==> src/rtl/pipe_stage_chain.sv <==
// rtl/pipe_stage_chain.sv - N-stage valid/ready pipeline register chain with flush, RAW scoreboard and counters
//
// Purpose: a chain of STAGES payload registers with bubble-collapsing backpressure,
// per-stage kill, an in-flight destination scoreboard for RAW hazard detection,
// an occupancy count and a saturating stall counter.
//
// Ports:
//   clk, reset                 rising-edge clock, synchronous active-high reset
//   in_valid/in_ready          entry handshake; in_data/in_dst/in_wen is the entering item
//   src1_num, src2_num         sources of the incoming item, checked against pending dsts
//   hazard, hazard_stage       incoming item reads a pending dst / which stages match
//   flush                      bit k kills the item currently held in stage k
//   out_valid/out_ready        exit handshake; out_data/out_dst/out_wen from the last stage
//   occupancy                  number of occupied stage registers
//   stall_cycles               saturating count of cycles with in_valid & ~in_ready
module pipe_stage_chain #(
    parameter int STAGES = 4,
    parameter int WIDTH  = 16,
    parameter int REG_W  = 4,
    parameter int CNT_W  = 16,
    localparam int OCC_W = $clog2(STAGES + 1)
) (
    input  logic              clk,
    input  logic              reset,
    input  logic              in_valid,
    output logic              in_ready,
    input  logic [WIDTH-1:0]  in_data,
    input  logic [REG_W-1:0]  in_dst,
    input  logic              in_wen,
    input  logic [REG_W-1:0]  src1_num,
    input  logic [REG_W-1:0]  src2_num,
    output logic              hazard,
    output logic [STAGES-1:0] hazard_stage,
    input  logic [STAGES-1:0] flush,
    output logic              out_valid,
    input  logic              out_ready,
    output logic [WIDTH-1:0]  out_data,
    output logic [REG_W-1:0]  out_dst,
    output logic              out_wen,
    output logic [OCC_W-1:0]  occupancy,
    output logic [CNT_W-1:0]  stall_cycles
);

    logic [STAGES-1:0] v;
    logic [STAGES-1:0] wen_r;
    logic [WIDTH-1:0]  d   [STAGES];
    logic [REG_W-1:0]  dst [STAGES];

    logic [STAGES-1:0] live;
    logic [STAGES-1:0] rdy;

    // Ready ripples from the exit towards the entry. A stage is ready when it
    // is empty (or being killed) or when everything downstream of it can move,
    // so a bubble anywhere lets the stages above it advance.
    always_comb begin
        logic acc;
        live = v & ~flush;
        acc  = out_ready;
        rdy  = '0;
        for (int k = STAGES - 1; k >= 0; k--) begin
            acc    = ~live[k] | acc;
            rdy[k] = acc;
        end
    end

    assign in_ready = rdy[0];

    // An item at the exit is not offered while reset is asserted, so nothing
    // transfers in the reset cycle.
    assign out_valid = live[STAGES-1] & ~reset;
    assign out_data  = d[STAGES-1];
    assign out_dst   = dst[STAGES-1];
    assign out_wen   = wen_r[STAGES-1];

    always_ff @(posedge clk) begin
        if (reset) begin
            v     <= '0;
            wen_r <= '0;
            for (int k = 0; k < STAGES; k++) begin
                d[k]   <= '0;
                dst[k] <= '0;
            end
        end else begin
            if (rdy[0]) begin
                v[0]     <= in_valid;
                d[0]     <= in_data;
                dst[0]   <= in_dst;
                wen_r[0] <= in_wen;
            end
            for (int k = 1; k < STAGES; k++) begin
                if (rdy[k]) begin
                    // A killed upstream item arrives as a bubble.
                    v[k]     <= live[k-1];
                    d[k]     <= d[k-1];
                    dst[k]   <= dst[k-1];
                    wen_r[k] <= wen_r[k-1];
                end
            end
        end
    end

    always_ff @(posedge clk) begin
        if (reset) begin
            stall_cycles <= '0;
        end else if (in_valid && !in_ready && (stall_cycles != {CNT_W{1'b1}})) begin
            stall_cycles <= stall_cycles + 1'b1;
        end
    end

    always_comb begin
        logic [OCC_W-1:0] cnt;
        cnt = '0;
        for (int k = 0; k < STAGES; k++) begin
            cnt = cnt + OCC_W'(v[k]);
        end
        occupancy = cnt;
    end

    // Advisory only: the issuing logic decides whether to hold in_valid back.
    always_comb begin
        hazard_stage = '0;
        for (int k = 0; k < STAGES; k++) begin
            hazard_stage[k] = live[k] & wen_r[k] &
                              ((dst[k] == src1_num) | (dst[k] == src2_num));
        end
    end

    assign hazard = in_valid & (|hazard_stage);

endmodule

==> config.mk <==
export PLATFORM = sky130hd
export DESIGN_NAME = pipe_stage_chain
export DESIGN_NICKNAME = d
export VERILOG_FILES = /design/src/rtl/pipe_stage_chain.sv
export SDC_FILE = /design/constraint.sdc
export NUM_CORES = 1
export LEC_CHECK = 0
export ABC_AREA = 0
export BUFFER_PORTS_ARGS = -buffer_cell sky130_fd_sc_hd__buf_2
export CAP_MARGIN = 30
export CORE_MARGIN = 4
export CORE_UTILIZATION = 56
export DETAILED_ROUTE_END_ITERATION = 8
export GPL_TIMING_DRIVEN = 1
export PLACE_DENSITY = 0.84
export SLEW_MARGIN = 25
export SYNTH_ARGS = -nofsm -noshare
export SYNTH_HDL_FRONTEND = slang
export SYNTH_SLANG_ARGS = --single-unit
==> constraint.sdc <==
create_clock -name clk -period 2.85 [get_ports clk]
set_clock_uncertainty 0.15 [all_clocks]
set_input_delay 0.4275 -clock clk [delete_from_list [all_inputs] [get_ports clk]]
set_output_delay 0.4275 -clock clk [all_outputs]
set_load 0.01 [all_outputs]
==> flow_summary.toml, run 1 <==
[outcome]
status = "finished clean"

[synth]
synth_enable_flop_cells = 80
ys_seq_area_frac = 0.6095
syn_avg_cell_area_um2 = 12.41
synth.cell_area_um2 = 4730
syn_inst = 381
synth_area_leaders = "edfxtp_1 (51%), and2_1 (11%), dfxtp_1 (10%), xnor2_1 (5.9%), buf_4 (3.2%)"
ys_seq_elements = 104
yosys_warnings = 0
synth_nets = 422
synthArstFlopShare = 0
yosysTopAreaCellShare = 0.5079
yosysUniqueCellTypes = 41
synth_top_flop_cell = "edfxtp_1"
synth_largest_area_cell = "edfxtp_1"

[timing]
fmax_ghz = 0.3738
finalHoldViolCount = 0
rsz0062_at_grt = "no"
tightest_slew_ns = 0.8069
min_period_over_period = 0.9386
fin_tns_setup_ns = 0
slew_viol_final = 0
relSlewSlack = 0.4621
fin_crit_ns = 2.675
layout_setup_ws_ns = 0.1750
setup_viol = 0

[route]
num_vias = 2833
drt_iter0_markers = 89
wl_per_cell_um = 13.39
drt-total-wl_mm = 7.486
first_pass_iters = 4
drc = 0
ant_nets = 0
viasPerCell = 5.068

[critical_path]
crit_arrival_ns = 2.10
reg2reg_to = "d[0][5]$_SDFFCE_PN0P_"
cp-start-kind = "flip-flop"
reg2reg_from = "v[3]$_SDFFE_PP0P_"
critical_path_class = "reg2out"
crit_required_ns = 2.27
reg2regPathDepth = 4
critPathMaxFanout = 3
ff2ff_setup_slack_ns = 0.75
crit_path_end_kind = "output port"

[grt]
grt_pass1_vias = 2766
grt-ovfl-total = 0
grt_usage = 0.1596
grt_antenna_before_repair = 0
grt_pass1_wl_mm = 12.58
grt_max_degree = 23

[clock_tree]
post_cts_buffers = 0
cts_htree_levels = 3
cts_sinks = 104
hold_buffers = 0
clkLatencyLatePin_ns = 0.36
cts_max_path_buffers = 2
cts_tree = "built"
cts_resized = 0
cts_root_buffer = "clkbuf_8"
cts_made_buffers = 9
clkTransAtPathRegs_ns = 0.11

[flow_run]
drv_cap = 0

[cells_and_area]
diodes = 0
finalNetCount = 490
layoutNonFillerInstCount = 559
final_area_um2 = 5323
final_common_cell = "buf_2"
mostFrequentLayoutCells = "buf_2 (83), and2_1 (80), edfxtp_1 (80)"
seq_area_um2 = 2883
drive_above_1_share = 0.2643
multi_input_area_um2 = 1609
area_delta_synth_final_pct = 12.54
fill_cells = 633

[worst_hold_path]
holdPathStages = 3
hp-class = "in2reg"
worstHoldStart = "in_wen"
whs_endpoint = "wen_r[0]$_SDFFE_PP0P_"

[placement]
placed_cell_area_um2 = 5114
hpwl_mm = 5.701
place_inst = 542
placement.io_buffers = 83
routabilityCongestion = 0.8394
pre_cts_ws_ns = 0.3800

[floorplanning]
num_rows = 33
dieArea_um2 = 9980
fp.dieW_um = 99.90
initial_core_util = 0.5756
dieHeight_um = 99.90
core_area_um2 = 8217
io_pins = 84

[power]
leakagePower_nw = 2.239
power_density_nw_per_um2 = 508.4
vdd_drop_max_mv = 0.2568
==> area by class of cell <==
cell class | count | area share
well taps | 105 | 0.02468
repair buffers | 90 | 0.08792
flip-flops and latches | 104 | 0.5416
clock buffers | 9 | 0.02327
inverters | 9 | 0.006347
multi-input cells | 235 | 0.3023
clock inverters | 7 | 0.01387
==> sequential cells by signal (all words and copies together) (netlist names) <==
signal        count
d                64
stall_cycles     16
wen_r             4
v                 4
dst              16
==> metrics by stage <==
| stage | total power, mW | hold WS, ns | utilization |
|---|---|---|---|
| 3_3_place_gp | 1.848 | 0.3002 | 0.6224 |
| 3_5_place_dp | 1.856 | 0.3187 | 0.6224 |
| 2_1_floorplan | 1.799 | 0.2895 | - |
| 6_report | 2.706 | 0.1415 | 0.6478 |
| 5_1_grt | 2.820 | 0.1289 | 0.6478 |
| 4_1_cts | 2.729 | 0.1251 | 0.6464 |
==> Yosys cell counts, types with 4 or more instances <==
cell	instances
nor2_1	24
buf_4	20
nand4_1	7
nor4_2	6
xnor2_1	32
nand2b_1	4
and2_1	80
dfxtp_1	24
edfxtp_1	80
xor2_1	12
nor4_1	4
nand2_1	13
nor3b_1	4
clkbuf_1	11
inv_1	9
nor3_1	5
a21oi_1	8
==> how the worst max path moves through the flow <==
stage               depth (start not counted)                endpoint                     start  slack [ns]
global placement                            7                  hazard               src1_num[3]        0.53
global route                                6                  hazard  dst[0][14]$_SDFFCE_PN0P_        0.01
floorplan                                   3  d[0][32]$_SDFFCE_PN0P_                  flush[3]        0.66
detailed placement                          7                  hazard               src1_num[3]        0.38
CTS                                         6                  hazard  dst[0][15]$_SDFFCE_PN0P_        0.13
finish                                      6                  hazard  dst[0][15]$_SDFFCE_PN0P_        0.17
==> critical path, stage by stage (launching register included) <==
cell      delay (ns)
edfxtp_1        0.44
xor2_1          0.18
nor4_1          0.33
a41oi_1         0.11
nor3b_1         0.35
o41a_1          0.20
buf_2           0.13
==> where the power goes <==
| part | leakage, nW | total (mW) | switching (mW) | internal (mW) |
|---|---|---|---|---|
| combinational | 0.991 | 0.144 | 0.0719 | 0.0726 |
| clock | 0.0942 | 0.884 | 0.539 | 0.344 |
| sequential | 1.15 | 1.68 | 0.0164 | 1.66 |
| total | 2.24 | 2.71 | 0.627 | 2.08 |
==> kinds of logic after synthesis <==
group | count (synthesis) | share of synthesized area
AOI/OAI and AO/OA | 18 | 0.02487
muxes | 4 | 0.008730
buffers and inverters | 42 | 0.05106
adders and majority gates | 4 | 0.01217
and+or+nand+nor | 165 | 0.2122
xor gates and xnor gates | 44 | 0.08148
DFF | 104 | 0.6095
==> per-layer routing <==
layer | up-vias | part of all wire | track usage
met1 | 1324 | 0.42 | 0.1900
met4 | 0 | 0.015 | 0.06618
met3 | 11 | 0.054 | 0.03405
met5 | - | 0 | 0
li1 | 1425 | - | -
met2 | 73 | 0.51 | 0.2801
Power figures use the tool's default switching activity.
==> inputs of run 2 (changes only) <==
- BUFFER_PORTS_ARGS: -buffer_cell sky130_fd_sc_hd__buf_2 -> -buffer_cell sky130_fd_sc_hd__clkbuf_2
==> run 2 against run 1 <==
  * Sequential share of layout area is 0.051 points lower
  * Utilization is 0.061 points higher
  * Hold slack better by 0.0064 ns
  * Setup slack better by 0.11 ns
  * Critical path type unchanged
  * Largest cell class unchanged
==> flow_summary.toml, run 2 (same netlist as run 1, synthesis figures left out) <==
[grt]
grt_pass1_vias = 2666
grt_antenna_before_repair = 0
grt_max_degree = 22
grt-ovfl-total = 0
grt_pass1_wl_mm = 11.90
grt_usage = 0.1508

[critical_path]
critical_path_class = "reg2out"
critPathMaxFanout = 3
cp.buffers_inverters = 1
critical-path-top-delay-family = "simple AND/OR/NAND/NOR gates"
crit_chain = "xor2_1 -> nor4_1 -> a41oi_1 -> nor3b_1 -> o41a_1 -> clkbuf_2"
crit_required_ns = 2.27
cp-start-kind = "flip-flop"
slowest_delay_ns = 0.46
crit_path_end_kind = "output port"
crit_arrival_ns = 1.98
slowest_stage = "edfxtp_1"
ff2ff_setup_slack_ns = 0.78

[timing]
min_period_over_period = 0.8987
tightest_slew_ns = 0.7836
finalHoldViolCount = 0
fin_tns_setup_ns = 0
fmax_ghz = 0.3904
layout_setup_ws_ns = 0.2886
slew_viol_final = 0
setup_viol = 0
fin_crit_ns = 2.561
rsz0062_at_grt = "no"
relSlewSlack = 0.4776

[power]
switching_share = 0.2153
power_density_nw_per_um2 = 516.9
p_sw_uw = 592.9
total_power_mw = 2.754
vdd_drop_max_mv = 0.2374
comb_power_share = 0.051
leakagePower_nw = 2.217
clkPwrFrac = 0.339
intPower_mw = 2.161
pwr-share-seq = 0.610

[floorplanning]
initial_core_util = 0.5756
dieArea_um2 = 9980
io_pins = 84
core_area_um2 = 8217
fp.dieW_um = 99.90
num_rows = 33
dieHeight_um = 99.90

[cells_and_area]
reg_top3 = "d x64, dst x16, stall_cycles x16"
mostFrequentLayoutCells = "clkbuf_2 (83), and2_1 (80), edfxtp_1 (80)"
fin_util = 0.6484
finalNetCount = 489
fill_cells = 616
area_delta_synth_final_pct = 12.65
largest_reg_flops = 64
drive_above_1_share = 0.2627
largest-register = "d"
final_common_cell = "clkbuf_2"
diodes = 0

[clock_tree]
clkTransAtPathRegs_ns = 0.10
clkLatencyLatePin_ns = 0.36
cts_root_buffer = "clkbuf_8"
cts_htree_levels = 3
hold_buffers = 0
cts_max_path_buffers = 2
cts_tree = "built"
post_cts_buffers = 0
cts_made_buffers = 9
cts_sinks = 104
cts_resized = 0

[placement]
placement.io_buffers = 83
hpwl_mm = 5.697
routabilityCongestion = 0.8412
pre_cts_ws_ns = 0.5205

[route]
drt_iter0_markers = 96
num_vias = 2783
drt-total-wl_mm = 7.182
viasPerCell = 4.987
first_pass_iters = 5
ant_nets = 0
wl_per_cell_um = 12.87
drc = 0

[flow_run]
drv_cap = 0

[worst_hold_path]
hp-class = "in2reg"

[outcome]
status = "finished clean"
-- run 2: final timing paths --
check / start / end / depth (start not counted)
worst max-delay path: dst[0][15]$_SDFFCE_PN0P_ / hazard / 6
worst min-delay path: in_wen / wen_r[0]$_SDFFE_PP0P_ / 3
worst max register to register: v[3]$_SDFFE_PP0P_ / d[0][12]$_SDFFCE_PN0P_ / 4
worst min register to register: wen_r[3]$_SDFFE_PP0P_ / wen_r[3]$_SDFFE_PP0P_ / 2
-- run 2: final cells by class --
| cell class | count | area [µm²] | area share |
|---|---|---|---|
| clock buffers | 9 | 123.9 | 0.02325 |
| clock inverters | 7 | 86.33 | 0.01620 |
| well taps | 105 | 131.4 | 0.02466 |
| repair buffers | 89 | 460.4 | 0.08643 |
| multi-input cells | 235 | 1609 | 0.3020 |
| flip-flops and latches | 104 | 2883 | 0.5411 |
| inverters | 9 | 33.78 | 0.006341 |
-- run 2: worst min-delay path: cells and delay by family --
| family | cells | cell delay [ns] |
|---|---|---|
| buffers and inverters | 1 | 0.08 |
| multiplexers | 1 | 0.05 |
| AND/OR/NAND/NOR | 1 | 0.07 |
-- run 2: metal layers --
layer / global-route usage / vias to the layer above / routed length [µm]
met5: 0 / - / 0
met4: 0.06092 / 0 / 108
met3: 0.04587 / 10 / 503
met2: 0.2524 / 72 / 3629
met1: 0.1825 / 1271 / 2941
li1: - / 1430 / -
-- run 2: power by group through the flow --
stage | clock network [mW] | logic, mW | registers (mW)
6_report | 0.935 | 0.140 | 1.68
5_1_grt | 1.03 | 0.159 | 1.68
4_1_cts | 0.952 | 0.140 | 1.68
3_5_place_dp | 0 | 0.139 | 1.71
3_3_place_gp | 0 | 0.135 | 1.71
2_1_floorplan | 0 | 0.0914 | 1.71
-- run 2: through the flow --
| step | area (µm²) | hold WS (ns) | std cells |
|---|---|---|---|
| after global routing | 5328 | 0.1457 | 558 |
| after floorplan | 4730 | 0.2895 | 381 |
| final | 5328 | 0.1479 | 558 |
| after CTS | 5309 | 0.1366 | 556 |
| after global placement | 5099 | 0.3020 | 540 |
| after detailed placement | 5099 | 0.3144 | 540 |
